`config.mk`:
```
export PLATFORM = sky130hd
export DESIGN_NAME = cp0
export DESIGN_NICKNAME = d
export VERILOG_FILES = /design/src/rtl/cp0_pkg.sv /design/src/rtl/cp0.sv
export SDC_FILE = /design/constraint.sdc
export NUM_CORES = 1
export LEC_CHECK = 0
export CORE_MARGIN = 10
export CORE_UTILIZATION = 45
export CTS_CLUSTER_SIZE = 16
export DETAILED_ROUTE_END_ITERATION = 7
export PLACE_DENSITY = 0.84
export SLEW_MARGIN = 20
export SYNTH_ARGS = -nofsm -noshare
export SYNTH_HDL_FRONTEND = slang
export SYNTH_SLANG_ARGS = --single-unit
```
`constraint.sdc`:
```
create_clock -name clk -period 6 [get_ports clk]
set_input_delay 0.9 -clock clk [delete_from_list [all_inputs] [get_ports clk]]
set_output_delay 0.9 -clock clk [all_outputs]
set_load 0.05 [all_outputs]
```
`src/rtl/cp0_pkg.sv`:
```
// cp0_pkg: shared constants for the P7 coprocessor-0.
//   - CP0 register numbers used by mfc0/mtc0 decoding.
//   - Exception codes carried down the pipeline in ExcCodeIn.
//   - Trap handler vector used by the fetch unit when Req is taken.
package cp0_pkg;

  // CP0 register numbers
  localparam logic [4:0] REG_SR    = 5'd12;
  localparam logic [4:0] REG_CAUSE = 5'd13;
  localparam logic [4:0] REG_EPC   = 5'd14;
  localparam logic [4:0] REG_PRID  = 5'd15;

  // Exception codes
  localparam logic [4:0] EXC_INT     = 5'd0;
  localparam logic [4:0] EXC_ADEL    = 5'd4;
  localparam logic [4:0] EXC_ADES    = 5'd5;
  localparam logic [4:0] EXC_SYSCALL = 5'd8;
  localparam logic [4:0] EXC_RI      = 5'd10;
  localparam logic [4:0] EXC_OV      = 5'd12;

  // Trap handler entry point
  localparam logic [31:0] HANDLER_VEC = 32'h0000_4180;

  // EPC always holds a word-aligned address
  function automatic logic [31:0] word_align(input logic [31:0] addr);
    return {addr[31:2], 2'b00};
  endfunction

endpackage

```
`src/rtl/cp0.sv`:
```
// cp0: Coprocessor-0 beside the M stage of the P7 pipelined MIPS core.
// Decides whether to take a trap (interrupt or exception), records the return
// address and cause, and services mfc0/mtc0/eret.
// Ports:
//   clk, reset      - clock, synchronous active-high reset
//   en              - mtc0 write enable (M stage)
//   CP0Add, CP0In   - CP0 register number and mtc0 write data
//   VPC, BDIn       - M-stage PC and branch-delay-slot flag
//   ExcCodeIn       - pipelined exception code, 0 = none
//   HWInt           - external interrupt lines
//   EXLClr          - eret retiring in M stage
//   CP0Out          - mfc0 read data
//   EPCOut          - current EPC register (no forwarding)
//   Req             - take trap this cycle (combinational)
module cp0
  import cp0_pkg::*;
#(
  parameter logic [31:0] PRID = 32'h0000_2001
) (
  input  logic        clk,
  input  logic        reset,
  input  logic        en,
  input  logic [4:0]  CP0Add,
  input  logic [31:0] CP0In,
  input  logic [31:0] VPC,
  input  logic        BDIn,
  input  logic [4:0]  ExcCodeIn,
  input  logic [5:0]  HWInt,
  input  logic        EXLClr,
  output logic [31:0] CP0Out,
  output logic [31:0] EPCOut,
  output logic        Req
);

  // SR fields
  logic [5:0]  r_im;
  logic        r_exl;
  logic        r_ie;
  // Cause fields
  logic        r_bd;
  logic [5:0]  r_ip;
  logic [4:0]  r_exc_code;
  // EPC
  logic [31:0] r_epc;

  logic        w_int_req;
  logic        w_exc_req;
  logic [31:0] w_trap_epc;
  logic [31:0] w_sr;
  logic [31:0] w_cause;

  assign w_int_req = (|(HWInt & r_im)) & r_ie & ~r_exl;
  assign w_exc_req = (ExcCodeIn != EXC_INT) & ~r_exl;
  assign Req       = w_int_req | w_exc_req;

  // A delay-slot instruction restarts at its branch
  assign w_trap_epc = word_align(BDIn ? (VPC - 32'd4) : VPC);

  always_ff @(posedge clk) begin
    if (reset) begin
      r_im       <= '0;
      r_exl      <= 1'b0;
      r_ie       <= 1'b0;
      r_bd       <= 1'b0;
      r_ip       <= '0;
      r_exc_code <= '0;
      r_epc      <= '0;
    end else begin
      r_ip <= HWInt;
      if (Req) begin
        // Trap entry; any mtc0 in the same cycle is dropped
        r_exl      <= 1'b1;
        r_bd       <= BDIn;
        r_exc_code <= w_int_req ? EXC_INT : ExcCodeIn;
        r_epc      <= w_trap_epc;
      end else begin
        if (EXLClr) begin
          r_exl <= 1'b0;
        end
        // Placed after EXLClr so an mtc0 to SR decides EXL
        if (en) begin
          case (CP0Add)
            REG_SR: begin
              r_im  <= CP0In[15:10];
              r_exl <= CP0In[1];
              r_ie  <= CP0In[0];
            end
            REG_EPC: r_epc <= word_align(CP0In);
            default: ;
          endcase
        end
      end
    end
  end

  assign w_sr    = {16'h0000, r_im, 8'h00, r_exl, r_ie};
  assign w_cause = {r_bd, 15'h0000, r_ip, 3'b000, r_exc_code, 2'b00};

  always_comb begin
    CP0Out = '0;
    case (CP0Add)
      REG_SR:    CP0Out = w_sr;
      REG_CAUSE: CP0Out = w_cause;
      REG_EPC:   CP0Out = r_epc;
      REG_PRID:  CP0Out = PRID;
      default:   CP0Out = '0;
    endcase
  end

  assign EPCOut = r_epc;

endmodule

```
==> report_table.html, run 1 <==
<table>
<tr><th>Metric</th><th>Value</th></tr>
<tr><th colspan="2">Logic synthesis</th></tr>
<tr><td>Top cells by area, synth</td><td>sky130_fd_sc_hd__dfxtp_1 29%, sky130_fd_sc_hd__and3_1 8.9%, sky130_fd_sc_hd__a21boi_0 6.3%</td></tr>
<tr><td>Main synth FF type</td><td>sky130_fd_sc_hd__dfxtp_1</td></tr>
<tr><td>Sequential share of the synthesized area</td><td>0.292</td></tr>
<tr><td>Average footprint of a synthesized cell</td><td>7.94 um^2</td></tr>
<tr><td>Synthesis warning total</td><td>0</td></tr>
<tr><td>EDFF count, synth</td><td>0</td></tr>
<tr><td>Cell count after synthesis</td><td>roughly 430</td></tr>
<tr><td>Leading cell type by number of instances after synthesis</td><td>sky130_fd_sc_hd__dfxtp_1</td></tr>
<tr><td>Synthesized area</td><td>3430 um^2</td></tr>
<tr><td>Area leader, netlist</td><td>sky130_fd_sc_hd__dfxtp_1</td></tr>
<tr><td>Cell variety after synth</td><td>45</td></tr>
<tr><td>Share of flip-flops with an asynchronous set or reset</td><td>0</td></tr>
<tr><td>Number of synthesized register bits</td><td>50</td></tr>
<tr><td>Most common library cells after synthesis</td><td>50 x sky130_fd_sc_hd__dfxtp_1, 49 x sky130_fd_sc_hd__and3_1, 43 x sky130_fd_sc_hd__clkbuf_1</td></tr>
<tr><td>Synth top area share</td><td>0.292</td></tr>
<tr><th colspan="2">CTS</th></tr>
<tr><td>TritonCTS sink count</td><td>50</td></tr>
<tr><td>Clock slew at reported path FFs</td><td>about 0.09 ns</td></tr>
<tr><td>Root Buffer Master</td><td>sky130_fd_sc_hd__clkbuf_8</td></tr>
<tr><td>Source-to-sink clock delay at the later pin of the worst-skew pair</td><td>approximately 0.29 ns</td></tr>
<tr><td>Clock Tree Buf Depth</td><td>2</td></tr>
<tr><td>Hold buffer count at CTS</td><td>0</td></tr>
<tr><td>Post_cts resized</td><td>0</td></tr>
<tr><td>Clock buffers created by TritonCTS</td><td>5</td></tr>
<tr><td>Post-CTS setup buffer count</td><td>0</td></tr>
<tr><td>TritonCTS clock tree</td><td>built</td></tr>
<tr><td>CTS H-tree depth</td><td>2</td></tr>
<tr><th colspan="2">Worst setup path</th></tr>
<tr><td>Maximum fanout count along the critical path</td><td>39</td></tr>
<tr><td>Crit-path cells</td><td>clkdlybuf4s50_1 -&gt; a22o_1 -&gt; o311a_1 -&gt; buf_4 -&gt; nor2_1 -&gt; inv_1 -&gt; buf_4 -&gt; clkdlybuf4s50_1</td></tr>
<tr><td>Family with the most delay on the worst path</td><td>buffers and inverters</td></tr>
<tr><td>Reg-to-reg startpoint</td><td>r_im[3]</td></tr>
<tr><td>Required time at the endpoint of the critical path</td><td>between 5 and 6 ns</td></tr>
<tr><td>Nature of the critical path startpoint</td><td>input port</td></tr>
<tr><td>Kind of capture point of the worst setup path</td><td>primary output</td></tr>
<tr><td>Critical path buffers and inverters</td><td>5</td></tr>
<tr><td>Slowest Stage Delay on Critical Path</td><td>0.87 ns</td></tr>
<tr><td>Max stage delay cell, worst path</td><td>sky130_fd_sc_hd__clkdlybuf4s50_1</td></tr>
<tr><td>Worst EP arrival</td><td>roughly 3.6 ns</td></tr>
<tr><td>Setup CP Type</td><td>input port to primary output</td></tr>
<tr><td>Worst setup path startpoint</td><td>HWInt[5]</td></tr>
<tr><th colspan="2">STA</th></tr>
<tr><td>Final-report setup violation count</td><td>0</td></tr>
<tr><td>Largest clock skew in the final design</td><td>~0.0049 ns</td></tr>
<tr><td>Final worst-path setup slack</td><td>around 1.5 ns</td></tr>
<tr><td>Count of endpoints failing hold in the final timing report</td><td>0</td></tr>
<tr><td>Worst relative slew slack</td><td>0.366</td></tr>
<tr><td>Tightest Pin Transition</td><td>between 0.9 and 1 ns</td></tr>
<tr><td>Setup repair after global routing missed its margin</td><td>false</td></tr>
<tr><td>Final slew viol count</td><td>0</td></tr>
<tr><td>Fin crit share</td><td>0.744</td></tr>
<tr><td>Clock period minus final worst setup slack</td><td>roughly 4.5 ns</td></tr>
<tr><td>Total negative slack</td><td>0 ns</td></tr>
<tr><td>Maximum operating frequency</td><td>between 200 and 250 MHz</td></tr>
<tr><th colspan="2">Power and ir drop</th></tr>
<tr><td>VDD IR max</td><td>0.112 mV</td></tr>
<tr><td>Total power draw</td><td>0.884 mW</td></tr>
<tr><td>Leakage Power</td><td>1.84 nW</td></tr>
<tr><td>Areal power density over the cells</td><td>approximately 180 nW/um^2</td></tr>
<tr><th colspan="2">Placement</th></tr>
<tr><td>Placement-stage worst setup slack</td><td>1.59 ns</td></tr>
<tr><td>Post-Place Cells</td><td>roughly 640</td></tr>
<tr><td>Final RePlAce weighted congestion</td><td>around 0.85</td></tr>
<tr><td>Total of buffers placed on input and output ports</td><td>145</td></tr>
<tr><td>Post-detail-place hpwl</td><td>9.52 mm</td></tr>
<tr><th colspan="2">Global route</th></tr>
<tr><td>Grt total ovfl</td><td>0</td></tr>
<tr><td>Overall fraction of global-route tracks in use</td><td>0.206</td></tr>
<tr><td>Pin count of the biggest net entering global routing</td><td>around 70</td></tr>
<tr><td>Wire length of the first global-routing pass</td><td>about 20 mm</td></tr>
<tr><td>Via count of the first global-routing pass</td><td>3689</td></tr>
<tr><td>Antenna violations before repair</td><td>0</td></tr>
<tr><th colspan="2">Hold path</th></tr>
<tr><td>Hold Path Class</td><td>flip-flop to flip-flop</td></tr>
<tr><td>Source of the worst hold timing path</td><td>r_im[0]</td></tr>
<tr><th colspan="2">Layout</th></tr>
<tr><td>Antenna diode count</td><td>0</td></tr>
<tr><td>Number of non-filler instances in the completed layout</td><td>about 650</td></tr>
<tr><td>Total area of sequential cells</td><td>1000 um^2</td></tr>
<tr><td>Final core occ</td><td>0.678</td></tr>
<tr><td>Total number of nets in the final design</td><td>between 600 and 700</td></tr>
<tr><td>Combined area of the multi-input logic cells</td><td>about 2200 um^2</td></tr>
<tr><td>Post-synthesis to final-layout area growth</td><td>44.8%</td></tr>
<tr><td>Layout filler cell count</td><td>between 500 and 600</td></tr>
<tr><td>Proportion of layout cells with a drive suffix above 1</td><td>0.0513</td></tr>
<tr><th colspan="2">Detailed routing</th></tr>
<tr><td>Detailed-routing iteration count for the pre-antenna-repair pass</td><td>5</td></tr>
<tr><td>Final antenna-violating net count</td><td>0</td></tr>
<tr><td>Final WL</td><td>12.5 mm</td></tr>
<tr><td>DRC violation count after routing</td><td>0</td></tr>
<tr><td>Vias</td><td>3849</td></tr>
<tr><td>Post-detailed-route wirelength per cell</td><td>19.3 um</td></tr>
<tr><td>Drt initial violations</td><td>around 410</td></tr>
<tr><td>Vias per cell</td><td>between 5 and 6</td></tr>
<tr><th colspan="2">Die</th></tr>
<tr><td>Die Footprint</td><td>~12000 um^2</td></tr>
<tr><td>Chip width</td><td>107 um</td></tr>
<tr><td>Top Ports</td><td>150</td></tr>
<tr><td>Initial cell density of the core</td><td>0.468</td></tr>
<tr><td>Number of placement rows</td><td>31</td></tr>
<tr><td>Core Box Area</td><td>~7300 um^2</td></tr>
<tr><td>Die H</td><td>107 um</td></tr>
<tr><th colspan="2">Outcome</th></tr>
<tr><td>Status</td><td>complete, no violations</td></tr>
<tr><th colspan="2">Job</th></tr>
<tr><td>Max-cap violations</td><td>0</td></tr>
</table>
[layout by cell type, fill, tap and decap left out, types with 15 or more instances in the layout]
master	netlist	final
sky130_fd_sc_hd__clkdlybuf4s50_1	0	145
sky130_fd_sc_hd__dfxtp_1	50	50
sky130_fd_sc_hd__and3_1	49	49
sky130_fd_sc_hd__a21boi_0	29	29
sky130_fd_sc_hd__nor2_1	24	24
sky130_fd_sc_hd__nor4_1	20	20
sky130_fd_sc_hd__nand2_1	19	19
sky130_fd_sc_hd__o41ai_1	17	17
sky130_fd_sc_hd__a211oi_1	16	16
sky130_fd_sc_hd__a31oi_1	15	15
[power breakdown]
group / internal, mW / switching [mW]
Clock: 0.0933 / 0.107
Sequential: 0.357 / 0.0191
Combinational: 0.129 / 0.178
Total: 0.579 / 0.305
[cells by family after synthesis]
logic type      share of synthesized area
compound gates                      0.252
xor+xnor                           0.0332
fa+ha+maj                         0.00365
buf+inv                            0.0627
flops                               0.292
mux                                0.0379
other cells                       0.00109
simple gates                        0.317
[metal layers]
metal	vias up	track usage	wire length (um)
li1	1877	-	-
met1	1797	0.267	5260
met2	165	0.341	5960
met3	10	0.0431	1090
met4	0	0.0464	145
met5	-	0	0
[stage by stage]
step / cell area (um^2) / hold slack (ns)
final: 4970 / 0.482
after CTS: 4970 / 0.479
after global placement: 4880 / 0.458
after global routing: 4970 / 0.496
after detailed placement: 4880 / 0.466
after floorplan: 3430 / 0.443
[final timing paths]
kind,endpoint,slack [ns],cells past startpoint
worst min register to register,r_im[0],0.48,2
worst min-delay path,r_im[0],0.48,2
worst max-delay path,Req,1.53,8
worst max register to register,r_ie,3.83,5
[area by class of cell]
class                           instances  area share
Multi-Input combinational cell        330       0.448
Tap cell                               99      0.0249
Inverter                                6     0.00453
Timing Repair Buffer                  152       0.303
Clock buffer                            7      0.0174
Sequential cell                        50       0.202
Clock inverter                          1     0.00101
[registers in the layout, summed over array words and instances, names as in the netlist]
name,cells
EPCOut,30
r_im,6
r_ip,6
r_exc_code,5
r_bd,1
r_exl,1
r_ie,1
[worst reg2reg max path, cell delays in order (launching register included)]
cell and delay, ns:
sky130_fd_sc_hd__dfxtp_1 0.33, sky130_fd_sc_hd__a22o_1 0.25, sky130_fd_sc_hd__o311a_1 0.34, sky130_fd_sc_hd__buf_4 0.26
sky130_fd_sc_hd__nor3_2 0.67, sky130_fd_sc_hd__mux2i_1 0.25
No activity file was read; power rests on OpenSTA's default activity.
==> run 2: changes to the inputs <==
--- a/config.mk
+++ b/config.mk
@@ -6,10 +6,10 @@
 export NUM_CORES = 1
 export LEC_CHECK = 0
 export CORE_MARGIN = 10
-export CORE_UTILIZATION = 45
+export CORE_UTILIZATION = 43
 export CTS_CLUSTER_SIZE = 16
 export DETAILED_ROUTE_END_ITERATION = 7
-export PLACE_DENSITY = 0.84
+export PLACE_DENSITY = 0.81
 export SLEW_MARGIN = 20
 export SYNTH_ARGS = -nofsm -noshare
 export SYNTH_HDL_FRONTEND = slang
==> constraint.sdc (replaced) <==
create_clock -name clk -period 4.2 [get_ports clk]
set_input_delay 0.63 -clock clk [delete_from_list [all_inputs] [get_ports clk]]
set_output_delay 0.63 -clock clk [all_outputs]
set_load 0.05 [all_outputs]
==> report_table.html, run 2 (same netlist as run 1, synthesis figures left out) <==
<table>
<tr><th>Metric</th><th>Value</th></tr>
<tr><th colspan="2">Detailed routing</th></tr>
<tr><td>Final antenna-violating net count</td><td>0</td></tr>
<tr><td>Post-detailed-route wirelength per cell</td><td>about 20 um</td></tr>
<tr><td>Vias per cell</td><td>about 6.1</td></tr>
<tr><td>Final WL</td><td>~13 mm</td></tr>
<tr><td>Detailed-routing iteration count for the pre-antenna-repair pass</td><td>5</td></tr>
<tr><td>DRC violation count after routing</td><td>0</td></tr>
<tr><td>Vias</td><td>~4000</td></tr>
<tr><td>Drt initial violations</td><td>~400</td></tr>
<tr><th colspan="2">Worst setup path</th></tr>
<tr><td>Nature of the critical path startpoint</td><td>input port</td></tr>
<tr><td>Setup CP Type</td><td>input port to primary output</td></tr>
<tr><td>Kind of capture point of the worst setup path</td><td>primary output</td></tr>
<tr><td>Worst EP arrival</td><td>about 2.8 ns</td></tr>
<tr><td>Maximum fanout count along the critical path</td><td>13</td></tr>
<tr><td>Required time at the endpoint of the critical path</td><td>about 3.6 ns</td></tr>
<tr><th colspan="2">Die</th></tr>
<tr><td>Initial cell density of the core</td><td>0.444</td></tr>
<tr><td>Die H</td><td>109 um</td></tr>
<tr><td>Die Footprint</td><td>11900 um^2</td></tr>
<tr><td>Core Box Area</td><td>between 7000 and 8000 um^2</td></tr>
<tr><td>Top Ports</td><td>150</td></tr>
<tr><td>Chip width</td><td>approximately 110 um</td></tr>
<tr><td>Number of placement rows</td><td>32</td></tr>
<tr><th colspan="2">STA</th></tr>
<tr><td>Final slew viol count</td><td>0</td></tr>
<tr><td>Final-report setup violation count</td><td>0</td></tr>
<tr><td>Count of endpoints failing hold in the final timing report</td><td>0</td></tr>
<tr><td>Tightest Pin Transition</td><td>0.929 ns</td></tr>
<tr><td>Final worst-path setup slack</td><td>0.809 ns</td></tr>
<tr><td>Worst relative slew slack</td><td>0.380</td></tr>
<tr><td>Total negative slack</td><td>0 ns</td></tr>
<tr><td>Maximum operating frequency</td><td>295 MHz</td></tr>
<tr><td>Largest clock skew in the final design</td><td>between 0.005 and 0.006 ns</td></tr>
<tr><td>Setup repair after global routing missed its margin</td><td>false</td></tr>
<tr><td>Fin crit share</td><td>0.807</td></tr>
<tr><td>Clock period minus final worst setup slack</td><td>about 3.4 ns</td></tr>
<tr><th colspan="2">Placement</th></tr>
<tr><td>Total of buffers placed on input and output ports</td><td>145</td></tr>
<tr><td>Post-detail-place hpwl</td><td>9.81 mm</td></tr>
<tr><td>Placement-stage worst setup slack</td><td>a little over 0.8 ns</td></tr>
<tr><td>Final RePlAce weighted congestion</td><td>0.902</td></tr>
<tr><th colspan="2">Global route</th></tr>
<tr><td>Via count of the first global-routing pass</td><td>around 3600</td></tr>
<tr><td>Antenna violations before repair</td><td>0</td></tr>
<tr><td>Wire length of the first global-routing pass</td><td>about 20 mm</td></tr>
<tr><td>Grt total ovfl</td><td>0</td></tr>
<tr><td>Overall fraction of global-route tracks in use</td><td>0.201</td></tr>
<tr><td>Pin count of the biggest net entering global routing</td><td>80</td></tr>
<tr><th colspan="2">Power and ir drop</th></tr>
<tr><td>Psw</td><td>about 0.44 mW</td></tr>
<tr><td>Internal power summed over all cells</td><td>~0.83 mW</td></tr>
<tr><td>Leakage Power</td><td>roughly 1.9 nW</td></tr>
<tr><td>Clock network fraction of design power</td><td>0.231</td></tr>
<tr><td>Relative contribution of combinational cells to total power</td><td>0.347</td></tr>
<tr><td>Areal power density over the cells</td><td>259 nW/um^2</td></tr>
<tr><td>VDD IR max</td><td>between 0.1 and 0.15 mV</td></tr>
<tr><td>Total power draw</td><td>about 1.3 mW</td></tr>
<tr><td>Switching Share</td><td>0.349</td></tr>
<tr><td>Sequential Power Share</td><td>0.422</td></tr>
<tr><th colspan="2">CTS</th></tr>
<tr><td>Source-to-sink clock delay at the later pin of the worst-skew pair</td><td>approximately 0.3 ns</td></tr>
<tr><td>Clock Tree Buf Depth</td><td>2</td></tr>
<tr><td>Clock slew at reported path FFs</td><td>roughly 0.09 ns</td></tr>
<tr><td>Clock buffers created by TritonCTS</td><td>5</td></tr>
<tr><td>TritonCTS sink count</td><td>50</td></tr>
<tr><td>TritonCTS clock tree</td><td>built</td></tr>
<tr><td>Post_cts resized</td><td>0</td></tr>
<tr><td>Post-CTS setup buffer count</td><td>0</td></tr>
<tr><td>CTS H-tree depth</td><td>2</td></tr>
<tr><td>Hold buffer count at CTS</td><td>0</td></tr>
<tr><td>Root Buffer Master</td><td>sky130_fd_sc_hd__clkbuf_8</td></tr>
<tr><th colspan="2">Layout</th></tr>
<tr><td>Proportion of layout cells with a drive suffix above 1</td><td>0.108</td></tr>
<tr><td>Layout filler cell count</td><td>683</td></tr>
<tr><td>Post-synthesis to final-layout area growth</td><td>43.3%</td></tr>
<tr><td>Antenna diode count</td><td>0</td></tr>
<tr><td>Leading cell type in the layout, fill and taps excluded</td><td>sky130_fd_sc_hd__clkdlybuf4s50_1</td></tr>
<tr><td>Final core occ</td><td>0.636</td></tr>
<tr><td>Total number of nets in the final design</td><td>between 600 and 700</td></tr>
<tr><td>Number of flip-flops under the largest register name</td><td>30</td></tr>
<tr><td>Top library cells by usage in the layout, fill and taps aside</td><td>115 x sky130_fd_sc_hd__clkdlybuf4s50_1, 50 x sky130_fd_sc_hd__dfxtp_1, 49 x sky130_fd_sc_hd__and3_1</td></tr>
<tr><th colspan="2">Hold path</th></tr>
<tr><td>Hold Path Class</td><td>flip-flop to flip-flop</td></tr>
<tr><th colspan="2">Outcome</th></tr>
<tr><td>Status</td><td>complete, no violations</td></tr>
<tr><th colspan="2">Job</th></tr>
<tr><td>Max-cap violations</td><td>0</td></tr>
</table>
run 2: changes by cell type in the layout (fill, tap and decap cells not counted), sizes merged:
cell / delta
clkdlybuf4s50: -30
buf: +31
run 2: path summary, 6_finish.rpt:
path         slack [ns]          to  cells past startpoint  startpoint
min                0.48     r_im[3]                      2     r_im[3]
max reg2reg        2.01        r_ie                      5     r_im[3]
max                0.81  CP0Out[13]                      4   CP0Add[4]
min reg2reg        0.48     r_im[3]                      2     r_im[3]
run 2: power groups by stage:
stage / sequential, mW / combinational (mW) / clock (mW)
after detailed placement: 0.548 / 0.438 / 0
final: 0.538 / 0.441 / 0.293
after floorplan: 0.633 / 0.155 / 0
after CTS: 0.537 / 0.440 / 0.297
after global placement: 0.547 / 0.432 / 0
after global routing: 0.542 / 0.469 / 0.313
run 2: layout make-up:
cell class	instances	area (um^2)	area share
Clock buffer	7	86.3	0.0176
Clock inverter	1	5.00	0.00102
Inverter	6	22.5	0.00458
Multi-Input combinational cell	330	2220	0.453
Sequential cell	50	1000	0.204
Tap cell	102	128	0.0260
Timing Repair Buffer	153	1450	0.295
run 2: metal layers:
metal	GRT usage	vias to the layer above	wire length, um
met3	0.0439	12	1050
met4	0.0455	0	164
met1	0.266	1911	5610
li1	-	1876	-
met2	0.329	161	6130
met5	0	-	0
run 2: worst max-delay path, cell delays in order:
cell,delay [ns]
sky130_fd_sc_hd__clkdlybuf4s50_1,0.42
sky130_fd_sc_hd__nand3b_1,0.50
sky130_fd_sc_hd__a211oi_1,0.35
sky130_fd_sc_hd__clkdlybuf4s50_1,0.86
run 2: through the flow:
| step | instance area (um^2) | hold slack, ns | instances |
|---|---|---|---|
| after floorplan | 3430 | 0.443 | 433 |
| after global routing | 4920 | 0.506 | 649 |
| after detailed placement | 4820 | 0.468 | 641 |
| after CTS | 4920 | 0.484 | 649 |
| after global placement | 4820 | 0.459 | 641 |
| final | 4920 | 0.479 | 649 |
==> run 3: changes to the inputs <==
==> constraint.sdc (replaced) <==
create_clock -name clk -period 3.5 [get_ports clk]
set_input_delay 0.525 -clock clk [delete_from_list [all_inputs] [get_ports clk]]
set_output_delay 0.525 -clock clk [all_outputs]
set_load 0.05 [all_outputs]
==> report_table.html, run 3 (same netlist as run 1, synthesis figures left out) <==
<table>
<tr><th>Metric</th><th>Value</th></tr>
<tr><th colspan="2">CTS</th></tr>
<tr><td>TritonCTS clock tree</td><td>built</td></tr>
<tr><td>Root Buffer Master</td><td>sky130_fd_sc_hd__clkbuf_8</td></tr>
<tr><td>Post_cts resized</td><td>0</td></tr>
<tr><td>Post-CTS setup buffer count</td><td>0</td></tr>
<tr><td>TritonCTS sink count</td><td>50</td></tr>
<tr><td>Clock buffers created by TritonCTS</td><td>5</td></tr>
<tr><td>Clock Tree Buf Depth</td><td>2</td></tr>
<tr><td>Hold buffer count at CTS</td><td>0</td></tr>
<tr><td>Clock slew at reported path FFs</td><td>about 0.090 ns</td></tr>
<tr><td>Source-to-sink clock delay at the later pin of the worst-skew pair</td><td>slightly above 0.3 ns</td></tr>
<tr><td>CTS H-tree depth</td><td>2</td></tr>
<tr><th colspan="2">Global route</th></tr>
<tr><td>Grt total ovfl</td><td>0</td></tr>
<tr><td>Overall fraction of global-route tracks in use</td><td>0.219</td></tr>
<tr><td>Antenna violations before repair</td><td>0</td></tr>
<tr><td>Wire length of the first global-routing pass</td><td>21.1 mm</td></tr>
<tr><td>Via count of the first global-routing pass</td><td>approximately 3800</td></tr>
<tr><td>Pin count of the biggest net entering global routing</td><td>just over 60</td></tr>
<tr><th colspan="2">Hold path</th></tr>
<tr><td>Hold Path Class</td><td>flip-flop to flip-flop</td></tr>
<tr><th colspan="2">Detailed routing</th></tr>
<tr><td>Post-detailed-route wirelength per cell</td><td>between 20 and 25 um</td></tr>
<tr><td>Post-Route M1 WL</td><td>approximately 5.6 mm</td></tr>
<tr><td>Detail Route met3 WL</td><td>1.13 mm</td></tr>
<tr><td>DRC violation count after routing</td><td>0</td></tr>
<tr><td>Top metal layer carrying routed signals</td><td>met4</td></tr>
<tr><td>Sum of met2 wire segment lengths after detailed routing</td><td>~6.7 mm</td></tr>
<tr><td>Detailed-routing iteration count for the pre-antenna-repair pass</td><td>5</td></tr>
<tr><td>Vias</td><td>3998</td></tr>
<tr><td>Vias per cell</td><td>slightly above 6</td></tr>
<tr><td>Final antenna-violating net count</td><td>0</td></tr>
<tr><td>Final WL</td><td>around 14 mm</td></tr>
<tr><td>Drt initial violations</td><td>about 350</td></tr>
<tr><th colspan="2">Worst setup path</th></tr>
<tr><td>Maximum fanout count along the critical path</td><td>11</td></tr>
<tr><td>Critical path buffers and inverters</td><td>2</td></tr>
<tr><td>Crit-path cells</td><td>clkdlybuf4s50_1 -&gt; nor2_1 -&gt; nand2_1 -&gt; a21oi_1 -&gt; clkdlybuf4s50_1</td></tr>
<tr><td>Nature of the critical path startpoint</td><td>input port</td></tr>
<tr><td>Slowest Stage Delay on Critical Path</td><td>roughly 0.83 ns</td></tr>
<tr><td>Worst EP arrival</td><td>2.55 ns</td></tr>
<tr><td>Max stage delay cell, worst path</td><td>sky130_fd_sc_hd__clkdlybuf4s50_1</td></tr>
<tr><td>Required time at the endpoint of the critical path</td><td>2.97 ns</td></tr>
<tr><td>Kind of capture point of the worst setup path</td><td>primary output</td></tr>
<tr><td>Most prevalent standard cell on the critical path</td><td>sky130_fd_sc_hd__clkdlybuf4s50_1</td></tr>
<tr><td>Family with the most delay on the worst path</td><td>buffers and inverters</td></tr>
<tr><td>Setup CP Type</td><td>input port to primary output</td></tr>
<tr><th colspan="2">Layout</th></tr>
<tr><td>Proportion of layout cells with a drive suffix above 1</td><td>0.116</td></tr>
<tr><td>Total number of nets in the final design</td><td>~640</td></tr>
<tr><td>Post-synthesis to final-layout area growth</td><td>54.8%</td></tr>
<tr><td>Antenna diode count</td><td>0</td></tr>
<tr><td>Top library cells by usage in the layout, fill and taps aside</td><td>113 x sky130_fd_sc_hd__clkdlybuf4s50_1, 50 x sky130_fd_sc_hd__dfxtp_1, 49 x sky130_fd_sc_hd__and3_1</td></tr>
<tr><td>Leading cell type in the layout, fill and taps excluded</td><td>sky130_fd_sc_hd__clkdlybuf4s50_1</td></tr>
<tr><td>Number of flip-flops under the largest register name</td><td>30</td></tr>
<tr><th colspan="2">STA</th></tr>
<tr><td>Final slew viol count</td><td>0</td></tr>
<tr><td>Worst relative slew slack</td><td>0.397</td></tr>
<tr><td>Clock period minus final worst setup slack</td><td>roughly 3 ns</td></tr>
<tr><td>Fin crit share</td><td>0.878</td></tr>
<tr><td>Maximum operating frequency</td><td>around 330 MHz</td></tr>
<tr><td>Total negative slack</td><td>0 ns</td></tr>
<tr><td>Final-report setup violation count</td><td>0</td></tr>
<tr><td>Final worst-path setup slack</td><td>approximately 0.43 ns</td></tr>
<tr><td>Tightest Pin Transition</td><td>between 0.9 and 1 ns</td></tr>
<tr><td>Setup repair after global routing missed its margin</td><td>false</td></tr>
<tr><td>Hold_ws</td><td>0.475 ns</td></tr>
<tr><td>Largest clock skew in the final design</td><td>about 0.0093 ns</td></tr>
<tr><td>Count of endpoints failing hold in the final timing report</td><td>0</td></tr>
<tr><th colspan="2">Placement</th></tr>
<tr><td>Placement-stage worst setup slack</td><td>roughly 0.38 ns</td></tr>
<tr><td>Final RePlAce weighted congestion</td><td>around 0.9</td></tr>
<tr><td>Total of buffers placed on input and output ports</td><td>about 150</td></tr>
<tr><td>Post-detail-place hpwl</td><td>10.3 mm</td></tr>
<tr><th colspan="2">Power and ir drop</th></tr>
<tr><td>VDD IR max</td><td>0.176 mV</td></tr>
<tr><td>Leakage Power</td><td>between 2 and 2.5 nW</td></tr>
<tr><td>Areal power density over the cells</td><td>~290 nW/um^2</td></tr>
<tr><th colspan="2">Die</th></tr>
<tr><td>Top Ports</td><td>150</td></tr>
<tr><td>Die H</td><td>109 um</td></tr>
<tr><td>Chip width</td><td>109 um</td></tr>
<tr><td>Die Footprint</td><td>between 10000 and 15000 um^2</td></tr>
<tr><td>Number of placement rows</td><td>32</td></tr>
<tr><td>Initial cell density of the core</td><td>0.444</td></tr>
<tr><td>Core Box Area</td><td>roughly 7700 um^2</td></tr>
<tr><th colspan="2">Outcome</th></tr>
<tr><td>Status</td><td>complete, no violations</td></tr>
<tr><th colspan="2">Job</th></tr>
<tr><td>Max-cap violations</td><td>0</td></tr>
</table>
## run 3: stage by stage
| stage | instance area (um^2) | power, mW | util | std cells |
|---|---|---|---|---|
| 6_report | 5310 | 1.54 | 0.687 | 652 |
| 5_1_grt | 5310 | 1.60 | 0.687 | 652 |
| 4_1_cts | 5310 | 1.54 | 0.687 | 652 |
| 3_5_place_dp | 5220 | 1.20 | 0.675 | 644 |
| 3_3_place_gp | 5220 | 1.18 | 0.675 | 644 |
| 2_1_floorplan | 3430 | 0.946 | - | 433 |
## run 3: final cells by class
| class | instances | area [um^2] |
|---|---|---|
| fill | 608 | 2420 |
| timing repair buffer | 156 | 1840 |
| sequential | 50 | 1000 |
| clock inverter | 1 | 5.00 |
| inverter | 6 | 22.5 |
| multi-input combinational | 330 | 2220 |
| clock buffer | 7 | 86.3 |
| tap | 102 | 128 |
## run 3: worst paths after layout
path,startpoint,end,cells past startpoint,slack [ns]
max,CP0Add[1],CP0Out[0],5,0.43
min,r_im[3],r_im[3],2,0.48
max reg2reg,r_im[2],EPCOut[11],6,1.40
min reg2reg,r_im[3],r_im[3],2,0.48
## run 3: worst min-delay path: stages (launching register included)
cell and delay [ns]:
sky130_fd_sc_hd__dfxtp_1 0.33, sky130_fd_sc_hd__nand2_1 0.06, sky130_fd_sc_hd__mux2i_1 0.05
## run 3: routing by layer
metal | vias to the layer above | GRT usage
met3 | 19 | 0.0468
met5 | - | 0
met1 | 1916 | 0.280
li1 | 1880 | -
met2 | 183 | 0.370
met4 | 0 | 0.0493
## run 3: where the power goes
| group | leakage (nW) | internal [mW] | total [mW] | switching, mW |
|---|---|---|---|---|
| combinational | 1.54 | 0.230 | 0.546 | 0.315 |
| sequential | 0.414 | 0.612 | 0.645 | 0.0334 |
| clock | 0.0482 | 0.160 | 0.354 | 0.194 |
| total | 2.01 | 1.00 | 1.54 | 0.543 |
